$ cat config.mk
export PLATFORM = sky130hd
export DESIGN_NAME = riscv_mem_port_arbiter
export DESIGN_NICKNAME = d
export VERILOG_FILES = /design/src/rtl/riscv_mem_port_arbiter.sv
export SDC_FILE = /design/constraint.sdc
export NUM_CORES = 1
export LEC_CHECK = 0
export ABC_AREA = 1
export CAP_MARGIN = 15
export CORE_ASPECT_RATIO = 0.6
export CORE_MARGIN = 3
export CORE_UTILIZATION = 38
export CTS_CLUSTER_SIZE = 20
export DETAILED_ROUTE_END_ITERATION = 8
export PLACE_DENSITY = 0.87
export SYNTH_ARGS = -nofsm -noshare
export SYNTH_HDL_FRONTEND = slang
export SYNTH_SLANG_ARGS = --single-unit
$ cat constraint.sdc
create_clock -name clk_i -period 1.6 [get_ports clk_i]
set_input_delay 0.32 -clock clk_i [delete_from_list [all_inputs] [get_ports clk_i]]
set_output_delay 0.32 -clock clk_i [all_outputs]
set_load 0.03 [all_outputs]
$ cat src/rtl/riscv_mem_port_arbiter.sv
// rtl/riscv_mem_port_arbiter.sv - fetch/data port arbiter in front of one single-port memory
`timescale 1ns/1ps
module riscv_mem_port_arbiter #(
  parameter int RD_LATENCY = 1,
  parameter int PRIO_DATA  = 1,
  parameter int MAX_WAIT   = 4
) (
  input  logic        clk_i,
  input  logic        reset_i,
  input  logic        i_req_i,
  input  logic [31:0] i_addr_i,
  output logic        i_gnt_o,
  output logic        i_rvalid_o,
  output logic [31:0] i_rdata_o,
  input  logic        d_req_i,
  input  logic        d_we_i,
  input  logic [31:0] d_addr_i,
  input  logic [31:0] d_wdata_i,
  input  logic [1:0]  d_size_i,
  output logic        d_gnt_o,
  output logic        d_rvalid_o,
  output logic [31:0] d_rdata_o,
  output logic [31:0] m_addr_o,
  output logic [31:0] m_wdata_o,
  output logic [1:0]  m_size_o,
  output logic        m_rd_o,
  output logic        m_wr_o,
  input  logic [31:0] m_rdata_i
);
  localparam logic [3:0] WAIT_MAX = 4'(MAX_WAIT);

  logic [3:0]            i_wait_q, i_wait_d, d_wait_q, d_wait_d;
  logic                  i_win, d_win, push_vld;
  logic [31:0]           m_addr_q, m_addr_d, m_wdata_q, m_wdata_d;
  logic [1:0]            m_size_q, m_size_d;
  logic [RD_LATENCY-1:0] tag_vld_q, tag_port_q;
  logic                  head_vld, head_port;
  logic [31:0]           i_rdata_q, d_rdata_q;

  // The low-priority port only wins a contested cycle once it has waited MAX_WAIT cycles.
  always_comb begin
    i_win = 1'b0;
    d_win = 1'b0;
    if (reset_i) begin
      if (i_req_i && d_req_i) begin
        if (PRIO_DATA != 0) begin
          if (i_wait_q == WAIT_MAX) i_win = 1'b1;
          else                      d_win = 1'b1;
        end else begin
          if (d_wait_q == WAIT_MAX) d_win = 1'b1;
          else                      i_win = 1'b1;
        end
      end else begin
        i_win = i_req_i;
        d_win = d_req_i;
      end
    end
  end

  always_comb begin
    i_wait_d = '0;
    d_wait_d = '0;
    if (i_req_i && !i_win) i_wait_d = (i_wait_q == WAIT_MAX) ? WAIT_MAX : i_wait_q + 4'd1;
    if (d_req_i && !d_win) d_wait_d = (d_wait_q == WAIT_MAX) ? WAIT_MAX : d_wait_q + 4'd1;
  end

  always_comb begin
    m_addr_d  = m_addr_q;
    m_wdata_d = m_wdata_q;
    m_size_d  = m_size_q;
    m_rd_o    = 1'b0;
    m_wr_o    = 1'b0;
    if (i_win) begin
      m_addr_d  = i_addr_i;
      m_wdata_d = '0;
      m_size_d  = 2'd2;
      m_rd_o    = 1'b1;
    end else if (d_win) begin
      m_addr_d  = d_addr_i;
      m_wdata_d = d_wdata_i;
      m_size_d  = d_size_i;
      m_rd_o    = ~d_we_i;
      m_wr_o    = d_we_i;
    end
  end

  assign m_addr_o  = m_addr_d;
  assign m_wdata_o = m_wdata_d;
  assign m_size_o  = m_size_d;
  assign i_gnt_o   = i_win;
  assign d_gnt_o   = d_win;
  assign push_vld  = i_win | (d_win & ~d_we_i);

  // Tag port bit: 1 = data port. The oldest entry lines up with m_rdata_i.
  assign head_vld   = tag_vld_q[RD_LATENCY-1];
  assign head_port  = tag_port_q[RD_LATENCY-1];
  assign i_rvalid_o = head_vld & ~head_port;
  assign d_rvalid_o = head_vld & head_port;
  assign i_rdata_o  = i_rvalid_o ? m_rdata_i : i_rdata_q;
  assign d_rdata_o  = d_rvalid_o ? m_rdata_i : d_rdata_q;

  always_ff @(posedge clk_i or negedge reset_i) begin
    if (!reset_i) begin
      i_wait_q   <= '0;
      d_wait_q   <= '0;
      m_addr_q   <= '0;
      m_wdata_q  <= '0;
      m_size_q   <= '0;
      tag_vld_q  <= '0;
      tag_port_q <= '0;
      i_rdata_q  <= '0;
      d_rdata_q  <= '0;
    end else begin
      i_wait_q      <= i_wait_d;
      d_wait_q      <= d_wait_d;
      m_addr_q      <= m_addr_d;
      m_wdata_q     <= m_wdata_d;
      m_size_q      <= m_size_d;
      tag_vld_q[0]  <= push_vld;
      tag_port_q[0] <= d_win;
      for (int j = 1; j < RD_LATENCY; j++) begin
        tag_vld_q[j]  <= tag_vld_q[j-1];
        tag_port_q[j] <= tag_port_q[j-1];
      end
      i_rdata_q <= i_rdata_o;
      d_rdata_q <= d_rdata_o;
    end
  end
endmodule

=== After elaboration in Yosys (flattened, before gate mapping) ===
Index checks and enable logic that the tools add are counted.

* $add $sub $neg: 1
* $mul: 0
* Div/mod/pow operators: 0
* Order comparisons: 0
* Equal/unequal tests: 1
* Shifts and indexed selects: 0
* Multiplexer cells: 20
* Bitwise logic cells: 6
* Reduce and logical (&&, ||, !) cells: 3

{| class="wikitable"
|+ Operator list
! operator !! number
|-
| $mux W32 || 6
|-
| $mux W1 || 10
|-
| $mux W4 || 2
|-
| $add A4 B1 Y4 const B || 1
|-
| $eq A4 B3 Y1 const B || 1
|-
| $mux W2 || 2
|-
| $and A1 B1 Y1 || 3
|-
| $logic_and A1 B1 Y1 || 2
|-
| $not A1 Y1 || 2
|-
| $logic_not A1 Y1 || 1
|-
| $or A1 B1 Y1 || 1
|}

* Flip-flop bits (word level): 136
* Latch bits: 0
* Bits in writable memories: 0
* ROM bits: 0
* Output and inout port bits: 136
* Logic and storage cells: 39
* Memories: 0

=== Depth between registers and ports, before layout ===
* Depth after elaboration: 7
* Gate-level depth with buffers: 9

=== Worst setup path before layout ===
No wires, ideal clock.

* Kind: reg2out
* Start: register tag_port_q, in the netlist head_port
* End: output i_rdata_o[0]
* Data arrival time: 1,971 ps
* Slack: -691 ps
* Cell stages (with the launch flop): 5
* Buffers on the path: 1
* Path through: dfrtp_1 > nor2_1 > inv_2 > clkbuf_1 > o21ai_0

* Cells in the longest elaborated chain, start to end: 3

{| class="wikitable"
|+ Ends and longest elaborated chain
! item !! line !! source
|-
| from (decl) || 36 || <nowiki>logic [RD_LATENCY-1:0] tag_vld_q, tag_port_q;</nowiki>
|-
| from (signal, indexed assignment) || 123 || <nowiki>tag_port_q[j] <= tag_port_q[j-1];</nowiki>
|-
| $not A1 Y1 || 97 || <nowiki>assign i_rvalid_o = head_vld & ~head_port;</nowiki>
|-
| $and A1 B1 Y1 || 97 ||
|-
| net i_rvalid_o || 13 || <nowiki>output logic i_rvalid_o,</nowiki>
|-
| $mux W32 || 99 || <nowiki>assign i_rdata_o = i_rvalid_o ? m_rdata_i : i_rdata_q;</nowiki>
|-
| to (decl) || 14 || <nowiki>output logic [31:0] i_rdata_o,</nowiki>
|}

The timed path passes the listed nets, and every way through them passes these cells.

=== Final worst setup path ===
* Start: register i_wait_q[0]
* End: output m_wdata_o[5]

* Cells in the longest elaborated chain, start to end: 6
* Elaborated cells on any way between the ends: 9

{| class="wikitable"
|+ Ends and longest elaborated chain
! item !! line !! source
|-
| from (decl) || 32 || <nowiki>logic [3:0] i_wait_q, i_wait_d, d_wait_q, d_wait_d;</nowiki>
|-
| from (signal assigned) || 114 || <nowiki>i_wait_q <= i_wait_d;</nowiki>
|-
| $eq A4 B3 Y1 * || 47 || <nowiki>if (i_wait_q == WAIT_MAX) i_win = 1'b1;</nowiki>
|-
| $mux W1 || 47 ||
|-
| $mux W1 || 45 || <nowiki>if (i_req_i && d_req_i) begin</nowiki>
|-
| $mux W1 || 44 || <nowiki>if (reset_i) begin</nowiki>
|-
| $mux W32 || 78 || <nowiki>end else if (d_win) begin</nowiki>
|-
| $mux W32 * || 73 || <nowiki>if (i_win) begin</nowiki>
|-
| to (decl) || 24 || <nowiki>output logic [31:0] m_wdata_o,</nowiki>
|}

Every way passes the cells marked *; elsewhere a longest branch is shown, timed or not.

==> flow_summary.yaml <==
outcome:
  outcome: "finished with violations"
  violations: "negative setup slack"
cts:
  clk_pin_slew_worst_paths_ns: 0.06
  clock_sinks: 136
  cts_tree: "done"
  h-tree-depth: 4
  cts_root_buf: "clkbuf_16"
  insertion_delay_ns: 0.41
  ctsLongestPathBuffers: 2
  numCtsBuffers: 17
power_and_ir_drop:
  p_leak_uw: 0.006394
  power.density_nw_per_um2: 1210
  peakVddDrop_uv: 858.8
die:
  die-width_um: 168.9
  row_count: 35
  initial_utilization_pct: 39.14
  dieArea_um2: 17520
  io_pins: 271
  core_um2: 15460
  die_y_um: 103.7
synth:
  synth.area.top_cells: "dfrtp_1, nand2_1, inv_1"
  yosys_register_bits: 136
  yosys_warnings: 0
  syn-instance-count: 732
  synthDistinctLibCells: 20
  avgSynthCellArea_um2: 8.266
  yosysSeqAreaShare_pct: 56.24
  yosys.area.top_type: "dfrtp_1"
  syn_area_um2: 6051
  yosysTopAreaCellShare_pct: 56.24
  syn_nets: 869
route:
  detail-route-antenna-nets: 0
  wl_per_cell_um: 22.31
  vias: 6853
  drc: 0
  drt_iter0_drc: 554
  via_per_inst: 5.160
  wl_mm: 29.63
  detail_route.first_pass.iterations: 5
setup_path:
  path_delay_family: "simple AND/OR/NAND/NOR gates"
  critPathMaxStageDelay_ns: 0.41
  reg2regPathDepth: 10
  crit_path_top_delay_cell: "dfrtp_1"
  cp_cell_sequence: "inv_2, ha_4, nand4_4, buf_8, nand3b_1, nand2_2, nor2_4, buf_4"
  reg2reg_from: "i_wait_q[0]$_DFF_PN0_"
  r2r-end: "m_wdata_q[4]$_DFF_PN0_"
  r2r_slack_ns: -0.15
  crit_cells: 8
  critPathMaxFanout: 26
  cp-start-kind: "register"
  path_buf_inv: 3
  endpoint: "m_wdata_o[5]"
  startpoint: "i_wait_q[0]$_DFF_PN0_"
  path_class: "register to output pin"
  crit_arrival_ns: 2.02
  crit_required_ns: 1.28
  cp-end-kind: "output pin"
layout:
  final_core_util_pct: 86.98
  diodes: 0
  final_cell_area_um2: 13450
  areaGrowthSynthToFinish_pct: 122.2
  final_cells: 1328
  final_nets: 1249
  layout-drive-gt1-share_pct: 57.60
timing:
  maxSlewHeadroom_pct: 39.78
  hold_viol_final: 0
  setup_ws_ns: -0.7414
  drv_slew: 0
  tns_ns: -72.71
  max_freq_mhz: 427.1
  min_period_over_period_pct: 146.3
  worst-slew-pin-transition_ns: 0.9033
  finalSetupViolCount: 150
  fin_crit_ns: 2.341
  rsz0062_at_grt: "yes"
  worst_clock_skew_ns: 0.01816
global_routing:
  grt_pass1_vias: 6893
  grt_max_degree: 67
  globalRoute.totalOverflow: 0
  track_usage_pct: 27.38
  grt_pass1_wl_mm: 37.86
  antenna_found_initial: 0
place:
  pre_cts_slack_ns: -0.5883
  gp_congestion: 0.8141
  dp_cells: 1240
  hpwl_mm: 15.05
  placed_cell_area_um2: 10690
  portBuffers: 270
run:
  drv_cap: 0
hold_path:
  hold_class: "primary input to async pin"
logic make-up after synthesis:
| family | count (synthesis) | synth area share (%) |
|---|---|---|
| AO/OA/AOI/OAI | 66 | 5.459 |
| XOR/XNOR | 2 | 0.2895 |
| adder cells (fa/ha/maj) | 2 | 0.4135 |
| buffers and inverters | 151 | 10.57 |
| flip-flops | 136 | 56.24 |
| AND/OR/NAND/NOR | 375 | 27.03 |
area by class of cell:
cell class / count / area, µm²
clock inverters: 14 / 188.9
flip-flops and latches: 136 / 3405
clock buffers: 18 / 429.2
multi-input cells: 445 / 4274
inverters: 108 / 440.4
repair buffers: 404 / 4454
well taps: 203 / 254.0
fillers: 670 / 2013
layer usage:
layer  GRT usage [%]  routed length, µm
met1           35.10              11300
met2           46.56              15430
met3           7.590               1921
met4           5.779                981
met5               0                  0
registers in the layout (all words and copies together) (netlist names):
signal	flops
d_rdata_q	32
head_port	1
head_vld	1
i_rdata_q	32
i_wait_q	4
m_addr_q	32
m_size_q	2
m_wdata_q	32
worst min-delay path by stage:
stage / startpoint / end / depth (start not counted)
floorplan: reset_i / d_rdata_q[0]$_DFF_PN0_ / 0
global placement: reset_i / i_wait_q[3]$_DFF_PN0_ / 2
detailed placement: reset_i / i_wait_q[3]$_DFF_PN0_ / 2
CTS: reset_i / d_rdata_q[3]$_DFF_PN0_ / 3
global route: reset_i / i_rdata_q[8]$_DFF_PN0_ / 3
finish: reset_i / i_rdata_q[3]$_DFF_PN0_ / 3
Yosys cell counts:
cell	count
a21oi_1	1
buf_1	2
buf_2	19
buf_4	3
buf_6	5
clkbuf_1	14
dfrtp_1	136
ha_1	2
inv_1	105
inv_2	3
nand2_1	200
nand2_2	2
nand3_1	67
nand3_2	1
nand3b_1	33
nand4_2	1
nor2_1	71
o21ai_0	65
xnor2_1	1
xor2_1	1
tightest hold or removal path, cell delays in order:
cell,delay (ns)
buf_6,0.09
buf_4,0.11
buf_4,0.56
layout by cell type, fill, tap and decap left out, types with 2 or more instances in the layout:
cell type / instances
clkbuf_16: 24
bufinv_16: 3
buf_6: 104
nand3b_1: 33
inv_2: 4
inv_1: 100
nor2_4: 60
nor2_1: 3
buf_16: 9
inv_6: 3
nor2_2: 8
nand3_1: 11
o21ai_4: 64
dfrtp_1: 135
clkinv_8: 2
buf_4: 117
buf_8: 4
clkinvlp_4: 4
nand2_4: 72
clkdlybuf4s50_1: 133
nand2_1: 56
nand2_8: 3
nand2_2: 71
nand3_2: 56
inv_8: 4
buf_12: 29
per-stage QoR:
| step | power [µW] | hold WS [ns] |
|---|---|---|
| floorplan | 7747 | 0.02441 |
| global placement | 9941 | 0.2222 |
| detailed placement | 10090 | 0.2224 |
| CTS | 14980 | 0.1858 |
| global route | 16800 | 0.2223 |
| finish | 16270 | 0.1869 |
what timing repair did:
action | in CTS | in global routing
cloned | 10 | 9
endpoints found under the hold margin | 17 | 0
resized for setup | 195 | 200
endpoints found under the setup margin | 147 | 164
pin swaps | 8 | 16
hold buffers | 1 | 0
setup buffers | 12 | 31
power by group:
group / switching, µW / total (µW) / leakage (µW) / internal [µW]
sequential: 440 / 4570 / 0.00164 / 4130
clock: 1750 / 4250 / 0.000290 / 2510
combinational: 4040 / 7450 / 0.00447 / 3400
total: 6230 / 16300 / 0.00639 / 10000
No activity file was read; power rests on OpenSTA's default activity.
